**src/rtl/vector_writeback_unit.sv**
```systemverilog
// vector_writeback_unit: arbitrates ALU/load results into a small FIFO and drains
// one write per cycle into the vector register file's single write port.
// Keeps a pending-write scoreboard for RAW stalls. Results to hardwired registers
// (v0, v12..v15) finish their handshake but are dropped with a drop_err pulse.
// Optional feature: define VWB_BYPASS_EN to add a forwarding search
// (byp_raddr/byp_hit/byp_data) over queued entries and the rf_* output register.
module vector_writeback_unit #(
  parameter int DATA_WIDTH = 8,
  parameter int LANES      = 4,
  parameter int REG_COUNT  = 16,
  parameter int DEPTH      = 4,
  localparam int W  = DATA_WIDTH * LANES,
  localparam int AW = $clog2(REG_COUNT),
  localparam int PW = $clog2(DEPTH),
  localparam int CW = PW + 1
) (
  input  logic                 clk,
  input  logic                 rst_n,
  input  logic                 alu_valid,
  output logic                 alu_ready,
  input  logic [AW-1:0]        alu_rd,
  input  logic [W-1:0]         alu_data,
  input  logic                 ld_valid,
  output logic                 ld_ready,
  input  logic [AW-1:0]        ld_rd,
  input  logic [W-1:0]         ld_data,
  input  logic                 rsv_valid,
  input  logic [AW-1:0]        rsv_rd,
  output logic [REG_COUNT-1:0] busy_mask,
  output logic                 rf_we,
  output logic [AW-1:0]        rf_w_addr,
  output logic [W-1:0]         rf_w_data,
  output logic [CW-1:0]        fifo_count,
`ifdef VWB_BYPASS_EN
  input  logic [AW-1:0]        byp_raddr,
  output logic                 byp_hit,
  output logic [W-1:0]         byp_data,
`endif
  output logic                 drop_err
);

  function automatic logic f_hw(input logic [AW-1:0] rd);
    return (rd == '0) || (rd >= AW'(12));
  endfunction

  logic [AW-1:0] r_fifo_rd   [DEPTH];
  logic [W-1:0]  r_fifo_data [DEPTH];
  logic [PW-1:0] r_wptr, r_rptr;
  logic [CW-1:0] r_count;

  logic                 w_full, w_ld_acc, w_alu_acc, w_acc, w_hw, w_push, w_pop;
  logic [AW-1:0]        w_rd;
  logic [W-1:0]         w_data;
  logic [REG_COUNT-1:0] w_clr, w_set;

  // Load has fixed priority; full is judged on start-of-cycle occupancy only.
  assign w_full    = (r_count == CW'(DEPTH));
  assign ld_ready  = !w_full;
  assign alu_ready = !w_full && !ld_valid;
  assign w_ld_acc  = ld_valid && ld_ready;
  assign w_alu_acc = alu_valid && alu_ready;
  assign w_acc     = w_ld_acc || w_alu_acc;
  assign w_rd      = w_ld_acc ? ld_rd   : alu_rd;
  assign w_data    = w_ld_acc ? ld_data : alu_data;
  assign w_hw      = f_hw(w_rd);
  assign w_push    = w_acc && !w_hw;
  assign w_pop     = (r_count != '0);
  assign fifo_count = r_count;

  // Scoreboard: clear follows the cycle rf_we is seen; a same-cycle set wins.
  assign w_clr = rf_we ? (REG_COUNT'(1) << rf_w_addr) : '0;
  assign w_set = (rsv_valid && !f_hw(rsv_rd)) ? (REG_COUNT'(1) << rsv_rd) : '0;

  // FIFO storage; no reset needed since occupancy gates every read.
  always_ff @(posedge clk) begin
    if (w_push) begin
      r_fifo_rd[r_wptr]   <= w_rd;
      r_fifo_data[r_wptr] <= w_data;
    end
  end

  // Pointers, occupancy, drain register, drop pulse and scoreboard.
  always_ff @(posedge clk or negedge rst_n) begin
    if (!rst_n) begin
      r_wptr    <= '0;
      r_rptr    <= '0;
      r_count   <= '0;
      rf_we     <= 1'b0;
      rf_w_addr <= '0;
      rf_w_data <= '0;
      drop_err  <= 1'b0;
      busy_mask <= '0;
    end else begin
      if (w_push) r_wptr <= r_wptr + PW'(1);
      if (w_pop)  r_rptr <= r_rptr + PW'(1);
      r_count  <= r_count + CW'(w_push) - CW'(w_pop);
      rf_we    <= w_pop;
      if (w_pop) begin
        rf_w_addr <= r_fifo_rd[r_rptr];
        rf_w_data <= r_fifo_data[r_rptr];
      end
      drop_err  <= w_acc && w_hw;
      busy_mask <= (busy_mask & ~w_clr) | w_set;
    end
  end

`ifdef VWB_BYPASS_EN
  // Forwarding search oldest-to-youngest so the youngest match is left standing.
  always_comb begin
    logic [PW-1:0] v_idx;
    v_idx    = '0;
    byp_hit  = rf_we && (rf_w_addr == byp_raddr);
    byp_data = rf_w_data;
    for (int i = 0; i < DEPTH; i++) begin
      v_idx = r_rptr + PW'(i);
      if ((CW'(i) < r_count) && (r_fifo_rd[v_idx] == byp_raddr)) begin
        byp_hit  = 1'b1;
        byp_data = r_fifo_data[v_idx];
      end
    end
    if (f_hw(byp_raddr)) byp_hit = 1'b0;
  end
`endif

endmodule

```
**config.mk**
```make
export PLATFORM = sky130hd
export DESIGN_NAME = vector_writeback_unit
export DESIGN_NICKNAME = d
export VERILOG_FILES = /design/src/rtl/vector_writeback_unit.sv
export SDC_FILE = /design/constraint.sdc
export NUM_CORES = 1
export LEC_CHECK = 0
export ABC_AREA = 1
export CAP_MARGIN = 0
export CORE_ASPECT_RATIO = 1.1
export CORE_MARGIN = 2
export CORE_UTILIZATION = 48
export DETAILED_ROUTE_END_ITERATION = 16
export PLACE_DENSITY = 0.8
export RECOVER_POWER = 25
export SLEW_MARGIN = 20
export SYNTH_ARGS = -nofsm -noshare
export SYNTH_HDL_FRONTEND = slang
export SYNTH_SLANG_ARGS = --single-unit
```
**constraint.sdc**
```tcl
create_clock -name clk -period 2.4 [get_ports clk]
set_input_delay 0.24 -clock clk [delete_from_list [all_inputs] [get_ports clk]]
set_output_delay 0.24 -clock clk [all_outputs]
set_load 0.01 [all_outputs]
```
==> metrics.md <==
| Metric | Value |
|---|---|
| DR iter-0 viols | `367` |
| Post-Synth Adder-Cell Area | `1.13%` |
| Final hold slack | `427 ps` |
| WP data arrival | `2620 ps` |
| GP Congestion | `0.780` |
| Resize count post-CTS | `0` |
| Wirelength per Cell | `16.5 um` |
| Die Ht | `143 um` |
| Period minus WS final | `2260 ps` |
| Via count | `5642` |
| Global-route wire length before repair | `28.2 mm` |
| Max Root-Sink Buffers | `3` |
| Hold Crit Start | `rsv_rd[1]` |
| Fill cell count | `1301` |
| Simple-gate share of the synthesized area | `12.3%` |
| Htree depth | `1` |
| Slew headroom | `-10.3%` |
| Core Area | `17100 um2` |
| Share of cells above drive strength 1 | `13.2%` |
| Pwr dens | `1260 nW/um2` |
| Unrepaired setup endpoints after global routing | `no` |
| Internal reg-to-reg setup slack | `140 ps` |
| Clock Skews | `10.2 ps` |
| Violated checks | `capacitance limit, slew limit` |
| Number of endpoints failing setup at the final stage | `0` |
| Largest net degree at the start of global routing | `76` |
| Final worst-path cycle share | `94.0%` |
| Final WL | `17.8 mm` |
| Hold endpoint | `busy_mask[8]$_DFF_PN0_` |
| CTS tree | `yes` |
| Row count | `50` |
| R2R Path Start | `fifo_count[0]$_DFF_PN0_` |
| Fin. max-slew vios | `62` |
| Yosys cell types | `34` |
| # diodes | `0` |
| Pleak | `4.03 nW` |
| Layout area overhead | `29.1%` |
| Placed instance area | `10200 um2` |
| CTS clk-pin slew, worst paths | `60 ps` |
| I/O Buffers | `139` |
| Routed Antenna Nets | `0` |
| Critical Path Fanout Max | `7` |
| Hold/Removal Path Class | `input port to flip-flop` |
| Top-Level Pins | `140` |
| Post-Synthesis Cells | `676` |
| Register area share after synthesis | `69.8%` |
| CP Data Required Time | `2760 ps` |
| Max-cap violations | `1` |
| Sw Ratio | `34.2%` |
| DR vias/cell | `5.23` |
| Finished Cell Area | `10800 um2` |
| Largest family of logic cells by synthesized area | `simple AND/OR/NAND/NOR gates` |
| Seq cells post-synth | `205` |
| Root buf cell | `clkbuf_16` |
| Comb power frac | `36.8%` |
| Mapped cell area | `8380 um2` |
| Synth Area in XOR/XNOR | `0.418%` |
| Critical Path Sink Type | `flip-flop` |
| Total negative slack | `0 ps` |
| HPWL reported at the end of detailed placement | `11.1 mm` |
| Seq pwr share | `41.2%` |
| Worst vdd ir | `0.743 mV` |
| DRC violations left | `0` |
| Register-to-Register Path Depth | `14` |
| Syn_nets | `764` |
| Num CTS Buffers | `21` |
| Die extent in x | `130 um` |
| Clock network power share | `22.0%` |
| Final Hold Viols | `0` |
| Compound-Gate Fraction of Synth Area | `9.04%` |
| Clk_lat worst skew | `480 ps` |
| Internal | `8.94 mW` |
| Status | `finished with violations` |
| Yosys warns | `0` |
| Vias in the first global route | `5675` |
| CTS Hold Bufs | `1` |
| Total track usage | `19.5%` |
| CTS sink cnt | `205` |
| Post-CTS Setup Bufs | `0` |
| GRT overflow | `0` |
| Capturing point of the worst reg2reg path | `fifo_count[2]$_DFF_PN0_` |
| Worst setup path class | `flip-flop to flip-flop` |
| Initial Util | `49.1%` |
| Syn avg cell area | `12.4 um2` |
| Hold depth | `2` |
| Die area | `18500 um2` |
| Psw | `4.64 mW` |
| Tightest Pin Transition | `1650 ps` |
| Initial antenna violation count | `0` |
| TritonRoute pass-1 iters | `5` |
| Nets | `918` |
| Startpoint types | `flip-flop` |
| FMAX | `443 MHz` |
| Post-synthesis mux area share | `4.30%` |
==> sequential cells by signal, indices dropped and copies added, names as in the netlist <==
name,count
r_fifo_data,128
rf_w_data,32
busy_mask,16
r_fifo_rd,16
rf_w_addr,4
fifo_count,3
r_rptr,2
r_wptr,2
drop_err,1
rf_we,1
==> metrics by stage <==
step	setup WS [ps]	cells	power [mW]	util (%)
final	144	1078	13.6	63.4
after CTS	122	1078	13.8	63.5
after detailed placement	-33.3	1040	10.8	59.7
after global routing	30.0	1078	14.4	63.4
after floorplan	-219	676	8.49	-
after global placement	7.77	1040	10.6	59.7
==> power by group through the flow <==
stage	logic [mW]	clock network [mW]	registers [mW]
global route	5.55	3.18	5.70
detailed placement	5.12	0	5.66
floorplan	2.71	0	5.78
CTS	5.15	3.03	5.60
finish	5.00	2.99	5.59
global placement	4.97	0	5.63
==> critical path, stage by stage (launching register included) <==
cell     delay, ps
dfrtp_1        420
nor2_4         150
nand2_4        110
nand2_8        110
nand2_2         70
nand2_4         70
nor2_4          40
nand2_4         70
nand3_4         60
ha_1           280
inv_1           50
ha_1           130
inv_1           50
fa_1           380
xnor2_1        140
==> worst max path at each step <==
stage / from / endpoint / slack [ps] / depth (start not counted)
floorplan: fifo_count[1]$_DFF_PN0_ / r_fifo_data[0][0]$_DFFE_PP_ / -220 / 9
global placement: ld_valid / fifo_count[1]$_DFF_PN0_ / 8 / 13
detailed placement: ld_valid / fifo_count[2]$_DFF_PN0_ / -30 / 13
CTS: fifo_count[0]$_DFF_PN0_ / fifo_count[2]$_DFF_PN0_ / 120 / 14
global route: fifo_count[0]$_DFF_PN0_ / fifo_count[1]$_DFF_PN0_ / 30 / 14
finish: fifo_count[0]$_DFF_PN0_ / fifo_count[2]$_DFF_PN0_ / 140 / 14
==> cells by family (layout without fill, tap and decap cells) <==
kind of cell / count (synthesis) / count (layout)
xor gates and xnor gates: 4 / 4
buffers and inverters: 58 / 226
and+or+nand+nor: 232 / 232
AOI/OAI and AO/OA: 138 / 138
adders and majority gates: 7 / 7
DFF: 205 / 205
muxes: 32 / 32
==> layout make-up <==
class	instances	area [um2]	area share (%)
Clock buffer	29	596	5.50
Clock inverter	8	43.8	0.405
Inverter	24	90.1	0.833
Multi-Input combinational cell	413	2300	21.3
Sequential cell	205	5850	54.1
Tap cell	234	293	2.71
Timing Repair Buffer	165	1640	15.2
==> cells in the final DEF (no fill, tap or decap), types with 4 or more instances in the layout <==
cell / n
clkdlybuf4s50_1: 118
a21boi_0: 4
nor2_1: 170
mux2_2: 31
o21ai_0: 79
nand2_4: 8
nand2_2: 6
a31oi_1: 32
nand3_1: 12
nand2_1: 20
clkinv_2: 4
buf_12: 6
o31ai_1: 4
nor2_4: 7
clkbuf_1: 9
buf_4: 14
nor3_1: 4
inv_1: 22
dlygate4sd3_1: 21
clkbuf_8: 4
edfxtp_1: 144
o21ai_1: 12
clkbuf_16: 21
o22ai_1: 4
ha_1: 6
dfrtp_1: 59
==> synthesized netlist by cell type <==
cell      count  area share (%)
a21boi_0      4            0.36
a21oi_1       2            0.12
a31oi_1      32             2.4
buf_1         3            0.13
buf_2        16            0.96
buf_4         3            0.27
clkbuf_1     11            0.49
clkbuf_2      1           0.060
dfrtp_1      61              18
edfxtp_1    144              52
fa_1          1            0.24
ha_1          6            0.90
inv_1        22            0.99
inv_2         2           0.090
mux2_2       32             4.3
nand2_1      21            0.94
nand2_2       5            0.37
nand2_4       8             1.1
nand2_8       1            0.24
nand3_1      12            0.72
nand3_4       1            0.21
nand4_1       2            0.15
nor2_1      170             7.6
nor2_2        4            0.30
nor2_4        3            0.40
nor3_1        4            0.24
o211ai_1      1           0.090
o21ai_0      79             4.7
o21ai_1      12            0.72
o22ai_1       4            0.30
o31ai_1       4            0.36
or2_2         1           0.075
xnor2_1       2            0.21
xor2_1        2            0.21
==> per-layer routing <==
| metal | up-vias | global-route usage, % | share of wire [%] |
|---|---|---|---|
| met5 | - | 0 | 0 |
| met4 | 0 | 5.89 | 1.6 |
| met3 | 26 | 2.52 | 5.6 |
| met2 | 191 | 35.0 | 52 |
| met1 | 2737 | 24.5 | 41 |
| li1 | 2688 | - | - |
(Power assumes the default switching activity.)
